`src/rtl/relobi_tmr_r_splitter.sv`:
```
// Response-side TMR splitter: buffers subordinate R responses and fans each one out
// to three manager replicas, holding it until all replicas handshake or a skew timeout drops it.
module relobi_tmr_r_splitter #(
    parameter ObiCfg = 0,
    parameter type obi_r_chan_t = logic,
    parameter int unsigned Depth = 2,
    parameter int unsigned TimeoutCycles = 16
) (
    input  logic              clk_i,
    input  logic              rst_ni,
    input  obi_r_chan_t       r_i,
    input  logic              rvalid_i,
    output logic              rready_o,
    output obi_r_chan_t [2:0] three_r_o,
    output logic [2:0]        three_rvalid_o,
    input  logic [2:0]        three_rready_i,
    output logic              fault_o,
    output logic [2:0]        fault_mask_o
);

    localparam int unsigned AW = (Depth > 1) ? $clog2(Depth) : 1;
    localparam int unsigned OW = $clog2(Depth + 1);
    localparam int unsigned CW = (TimeoutCycles > 0) ? $clog2(TimeoutCycles + 1) : 1;
    localparam logic [AW-1:0] LastPtr = AW'(Depth - 1);
    localparam logic [OW-1:0] FullCount = OW'(Depth);
    localparam logic [CW-1:0] CntLast = CW'((TimeoutCycles > 0) ? TimeoutCycles - 1 : 0);

    obi_r_chan_t   mem [Depth];
    logic [2:0]    pending [Depth];
    logic [AW-1:0] rd_ptr;
    logic [AW-1:0] wr_ptr;
    logic [OW-1:0] count;
    logic [CW-1:0] cnt;

    logic          head_valid;
    logic [2:0]    head_mask;
    logic [2:0]    handshake;
    logic [2:0]    mask_left;
    logic          done;
    logic          partial;
    logic          stall;
    logic          timeout;
    logic          pop;
    logic          push;

    always_comb begin
        head_valid = (count != '0);
        head_mask  = pending[rd_ptr];
        handshake  = three_rvalid_o & three_rready_i;
        mask_left  = head_mask & ~handshake;
        done       = head_valid && (mask_left == 3'b000);
        // Fully pending head is plain backpressure; only a partial head is a skew stall.
        partial    = head_valid && (head_mask != 3'b111) && (head_mask != 3'b000);
        stall      = partial && !done;
        timeout    = (TimeoutCycles != 0) && stall && (cnt == CntLast);
        pop        = done || timeout;
        push       = rvalid_i && rready_o;
    end

    assign rready_o       = (count != FullCount);
    assign three_rvalid_o = head_valid ? head_mask : 3'b000;

    always_comb begin
        for (int unsigned k = 0; k < 3; k++) begin
            three_r_o[k] = mem[rd_ptr];
        end
    end

    always_ff @(posedge clk_i) begin
        if (push) begin
            mem[wr_ptr] <= r_i;
        end
    end

    always_ff @(posedge clk_i or negedge rst_ni) begin
        if (!rst_ni) begin
            rd_ptr <= '0;
            wr_ptr <= '0;
            count  <= '0;
            cnt    <= '0;
            for (int unsigned i = 0; i < Depth; i++) begin
                pending[i] <= '0;
            end
        end else begin
            if (head_valid) begin
                pending[rd_ptr] <= mask_left;
            end
            if (push) begin
                pending[wr_ptr] <= 3'b111;
                wr_ptr <= (wr_ptr == LastPtr) ? '0 : wr_ptr + AW'(1);
            end
            if (pop) begin
                rd_ptr <= (rd_ptr == LastPtr) ? '0 : rd_ptr + AW'(1);
            end
            case ({push, pop})
                2'b10:   count <= count + OW'(1);
                2'b01:   count <= count - OW'(1);
                default: count <= count;
            endcase
            if (pop || !partial) begin
                cnt <= '0;
            end else begin
                cnt <= cnt + CW'(1);
            end
        end
    end

    always_ff @(posedge clk_i or negedge rst_ni) begin
        if (!rst_ni) begin
            fault_o      <= 1'b0;
            fault_mask_o <= '0;
        end else begin
            fault_o      <= timeout;
            fault_mask_o <= timeout ? mask_left : 3'b000;
        end
    end

endmodule

```
`config.mk`:
```
export PLATFORM = sky130hd
export DESIGN_NAME = relobi_tmr_r_splitter
export DESIGN_NICKNAME = d
export VERILOG_FILES = /design/src/rtl/relobi_tmr_r_splitter.sv
export SDC_FILE = /design/constraint.sdc
export NUM_CORES = 1
export LEC_CHECK = 0
export CAP_MARGIN = 20
export CORE_ASPECT_RATIO = 0.75
export CORE_MARGIN = 2
export CORE_UTILIZATION = 36
export CTS_BUF_LIST = sky130_fd_sc_hd__clkbuf_16
export CTS_CLUSTER_DIAMETER = 200
export DETAILED_ROUTE_END_ITERATION = 8
export GPL_ROUTABILITY_DRIVEN = 0
export HOLD_SLACK_MARGIN = 0.03
export PLACE_DENSITY_LB_ADDON = 0.1
export SLEW_MARGIN = 15
export SYNTH_ARGS = -nofsm -noshare
export SYNTH_HDL_FRONTEND = slang
export SYNTH_SLANG_ARGS = --single-unit
```
`constraint.sdc`:
```
create_clock -name clk_i -period 4.05 [get_ports clk_i]
set_clock_uncertainty 0.1 [all_clocks]
set_input_delay 0.6075 -clock clk_i [delete_from_list [all_inputs] [get_ports clk_i]]
set_output_delay 0.6075 -clock clk_i [all_outputs]
set_load 0.01 [all_outputs]
```
### Word-level counts from Yosys, hierarchy flattened

Memories as Yosys holds them, arrays and structs flattened.
Index checks and enable logic that the tools add are counted.
Widths: inputs -> output; s select.

| storage, ports and cells | value |
|---|---|
| flip-flop bits (word level) | 19 |
| RAM bits | 2 |
| input port bits | 7 |
| output and inout port bits | 11 |
| logic and storage cells | 63 |
| memories | 1 |

Memory list:

| memory | depth | width | rd ports | clocked after Yosys merged registers in | wr ports | RTL line | source |
|---|---|---|---|---|---|---|---|
| mem | 2 | 1 | 1 | 0 | 1 | 28 | `obi_r_chan_t mem [Depth];` |

| operators by class | value |
|---|---|
| add/subtract/negate cells | 5 |
| magnitude comparators | 4 |
| equal/unequal tests | 5 |
| multiplexer cells | 18 |
| bitwise gates (word level) | 6 |
| reduce and logical (&&, ||, !) cells | 16 |

Operators with widths:

| kind | count |
|---|---|
| $mux 3 | 7 |
| $mux 6 | 2 |
| $logic_and 1x1->1 | 8 |
| $and 3x3->3 | 2 |
| $bwmux 6 | 1 |
| $demux 3 s1 | 2 |
| $or 6x6->6 | 1 |
| $add 5x1->5 const B | 1 |
| $eq 5x4->1 const B | 1 |
| $mux 5 | 1 |
| $ge 2x2->1 const B | 2 |
| $lt 2x1->1 const B | 2 |
| $mux 1 | 4 |
| $not 1->2 | 2 |
| $pmux 2 s2 | 1 |
| $reduce_bool 2->1 | 2 |
| $logic_not 3->1 | 1 |
| $ne 3x3->1 const B | 1 |
| $not 3->3 | 1 |
| $reduce_bool 3->1 | 1 |
| $add 1x1->1 const B | 2 |
| $add 2x1->2 const B | 1 |
| $eq 2x1->1 const B | 1 |
| $eq 2x2->1 const B | 1 |
| other kinds (4) | 6 |

### Logic depth before layout (Yosys ltp)

| depth | value |
|---|---|
| depth in word-level cells | 16 |
| depth in mapped cells | 9 |

### Worst setup path before layout

No wires, ideal clock.

| timing path | value |
|---|---|
| kind | register to register |
| from | register rd_ptr |
| to | register count[1] |
| library setup time | 0.079 ns |
| data arrival time | 1.855 ns |
| path slack | 2.016 ns |
| stages on the path, launching flop included | 9 |
| path buffers | 1 |
| period minus slack after synthesis | 2.034 ns |
| cells stage by stage | dfrtp_1 > buf_6 > mux2i_2 > or3_4 > nand4_4 > o21ai_2 > ha_1 > nor2_1 > xor2_1 |

| between the ends | value |
|---|---|
| longest elaborated chain between the ends | 16 |

Ends and longest elaborated chain:

| element | RTL line | source |
|---|---|---|
| from (decl) | 30 | `logic [AW-1:0] rd_ptr;` |
| from (signal assigned) | 93 | `rd_ptr <= (rd_ptr == LastPtr) ? '0 : rd_ptr + AW'(1);` |
| $not 1->2 (not written as such) * | 48 | `head_mask = pending[rd_ptr];` |
| $mux 3 (not written as such) * (3 in a row) | 48 |  |
| $mux 3 | 61 | `assign three_rvalid_o = head_valid ? head_mask : 3'b000;` |
| $and 3x3->3 | 49 | `handshake = three_rvalid_o & three_rready_i;` |
| $not 3->3 | 50 | `mask_left = head_mask & ~handshake;` |
| $and 3x3->3 | 50 |  |
| $logic_not 3->1 | 51 | `done = head_valid && (mask_left == 3'b000);` |
| $logic_and 1x1->1 | 51 |  |
| $logic_not 1->1 | 54 | `stall = partial && !done;` |
| $logic_and 1x1->1 | 54 |  |
| $logic_and 1x1->1 | 55 | `timeout = (TimeoutCycles != 0) && stall && (cnt == CntLast);` |
| $logic_or 1x1->1 * | 56 | `pop = done \|\| timeout;` |
| via pop | 43 | `logic pop;` |
| $eq 2x1->1 or $eq 2x2->1 (tied branches) | 95 | `case ({push, pop})` |
| $pmux 2 s2 or $reduce_bool 2->1 (tied branches) | -- |  |
| to (signal assigned) | 96 | `2'b10: count <= count + OW'(1);` |
| to (signal assigned) | 97 | `2'b01: count <= count - OW'(1);` |
| to (signal assigned) | 98 | `default: count <= count;` |
| to (decl) | 32 | `logic [OW-1:0] count;` |

Mark *: on every way through the listed nets, which the timed path passes. The rest lies on a longest branch. The select of a mux whose other input is x is not followed.
A chain may end at the register's enable or synchronous reset.

### Worst setup path in the final report

| timing path | value |
|---|---|
| from | register rd_ptr |
| to | output port three_rvalid_o[1] |

| between the ends | value |
|---|---|
| longest elaborated chain between the ends | 5 |

Ends and longest elaborated chain:

| element | RTL line | source |
|---|---|---|
| $not 1->2 (not written as such) | 48 |  |
| $mux 3 (not written as such) (3 in a row) | 48 |  |
| $mux 3 | 61 |  |
| to (decl) | 15 | `output logic [2:0] three_rvalid_o,` |

No other way between the ends. The select of a mux whose other input is x is not followed.

==> results.tsv <==
metric	value	unit
WL/cell	12.5	µm
Root Buffer Master	clkbuf_16	
cell family with most CP delay	flip-flops	
First-pass DRT Iterations	6	
Final Hold Viols	0	
Die ar.	3220	µm²
CP Cell Sequence	mux2i_1, nor2_1, clkdlybuf4s50_1	
Max FO, Critical Path	11	
Min Clock Period, post-route	2620	ps
GRT Resource Usage Total	0.130	
Crit path required time	3340	ps
Setup Fix Bufs, Post-CTS	0	
Setup TNS	0	ps
DRC errors left	0	
die span in y	49.6	µm
# diodes	0	
Buf/Inv on CP	1	
pwr dens	808	nW/µm²
PortBufs	17	
top-count cell post-synth	dfrtp_1	
max_cap viols	0	
antenna-violating nets left	0	
DR iter-0 viols	27	
vias in the first global route	668	
Pwr Total	1020	µW
Lkg Pwr	0.000573	µW
DR vias/cell	4.71	
Post-layout nets	120	
TritonCTS Buffers	3	
Clock Path Buffers	2	
Warnings, synthesis	0	
CP max stage cell	dfrtp_1	
worst hold path type	reg -> reg	
Finish-stage setup viols	0	
H-tree levels	1	
Slew headroom	0.455	
synth unique cells	29	
CTS tree	built	
CP startpoint kind	flop	
largest net degree at the start of global routing	20	
RSZ-0062 raised after global routing	no	
Synth area leader	dfrtp_1	
layout cells sized above 1	0.138	
Initial Utilization	0.381	
clk_lat worst skew	250	ps
Seq/Total Area, Yosys	0.536	
first-pass GRT wire length	3.06	mm
Synth async-reset ratio	0.905	
worst hold margin	367	ps
post_cts resized	0	
# IOs	18	
Worst Path Arrival	1910	ps
Final HPWL DP	1.36	mm
initial antenna violation count	0	
GR Overflow Total	0	
CORE AREA	2620	µm²
Cell Area, Synth	998	µm²
Post-CTS Hold Buffers	0	
Worst Setup End Kind	primary output	
EDFF count, synth	2	
Top FF cell, synth	dfrtp_1	
outcome	finished, final reports clean	
synthesized instance count	92	
worst setup path class	reg -> out	
#FFs+latches synth	21	
VDD IR max	0.403	mV
sinks on the clock net	21	
routed vias	683	
fin crit share	0.646	
Layout Utilization	0.481	
Worst-path clk slew	50	ps
Synth top cells by count	dfrtp_1, nand2_1, nor2_1, nand3_1, xor2_1	
Routed WL	1.81	mm
largest cells by area after synthesis	dfrtp_1, edfxtp_1, nand2_1, ha_1, nand3_1	
row count	16	
P&R area growth vs syn	26.4	%
Slew Viols, Final	0	
Die X	64.8	µm
top-area cell type share of the netlist area	0.476	
fmax	382	MHz
syn nets	102	
Worst Max-Slew Pin Slew	815	ps
slowest stage delay, CP	610	ps
syn avg cell area	10.9	µm²
## placed cells by master (no fill, tap or decap), types with 2 or more instances in the layout
| master | count |
|---|---|
| nand3_1 | 7 |
| edfxtp_1 | 2 |
| or2_2 | 2 |
| xnor2_1 | 2 |
| xor2_1 | 4 |
| clkbuf_16 | 3 |
| dfrtp_1 | 19 |
| inv_1 | 3 |
| nor2_1 | 8 |
| nor3b_1 | 3 |
| nand2_1 | 16 |
| mux2i_2 | 2 |
| o21ai_0 | 3 |
| clkdlybuf4s50_1 | 17 |
| nor3_1 | 2 |
| ha_1 | 3 |
## path summary, 6_finish.rpt
check | cells past startpoint | slack [ps] | to | startpoint
setup / recovery | 3 | 1430 | three_rvalid_o[1] | rd_ptr
hold / removal | 1 | 370 | cnt[0] | cnt[0]
setup reg to reg | 8 | 1690 | count[1] | rd_ptr
hold reg to reg | 1 | 370 | cnt[0] | cnt[0]
max in group asynchronous | 1 | 2620 | rd_ptr | rst_ni
min in group asynchronous | 1 | 730 | cnt[4] | rst_ni
## per-stage QoR
stage,cells,area (µm²),setup WS (ps)
2_1_floorplan,92,998,2020
3_3_place_gp,141,1180,1770
5_1_grt,145,1260,1350
4_1_cts,145,1260,1430
3_5_place_dp,141,1180,1720
6_report,145,1260,1430
## cells by family (layout without fill, tap and decap cells)
family / after synthesis / in the layout / synth area share
buffers and inverters: 7 / 24 / 0.0426
AO/OA/AOI/OAI: 6 / 6 / 0.0351
AND/OR/NAND/NOR: 45 / 45 / 0.247
flip-flops: 21 / 21 / 0.536
adder cells (fa/ha/maj): 3 / 3 / 0.0376
XOR/XNOR: 6 / 6 / 0.0526
multiplexers: 4 / 4 / 0.0489
## final cells by class
type / instances / area (µm²)
Clock buffer: 3 / 75.1
Clock inverter: 1 / 5.00
Fill cell: 265 / 1360
Inverter: 3 / 11.3
Timing Repair Buffer: 17 / 170
Sequential cell: 21 / 536
Tap cell: 36 / 45.0
Multi-Input combinational cell: 64 / 420
## where the power goes
group / switching [µW] / internal (µW) / total, µW
Sequential: 63.3 / 283 / 346
Combinational: 236 / 231 / 467
Clock: 73.3 / 132 / 206
## registers in the layout, summed over array words and instances, names as in the netlist
name,flops
count,2
wr_ptr,1
mem,2
fault_mask_o,3
cnt,5
pending,6
fault_o,1
rd_ptr,1
## layer usage
layer | share of wire | up-vias | track usage
met5 | 0 | - | 0
met4 | 0.014 | 0 | 0.0532
met3 | 0.053 | 4 | 0.0525
met2 | 0.39 | 13 | 0.177
met1 | 0.54 | 327 | 0.182
li1 | - | 339 | -
Power figures use the tool's default switching activity.
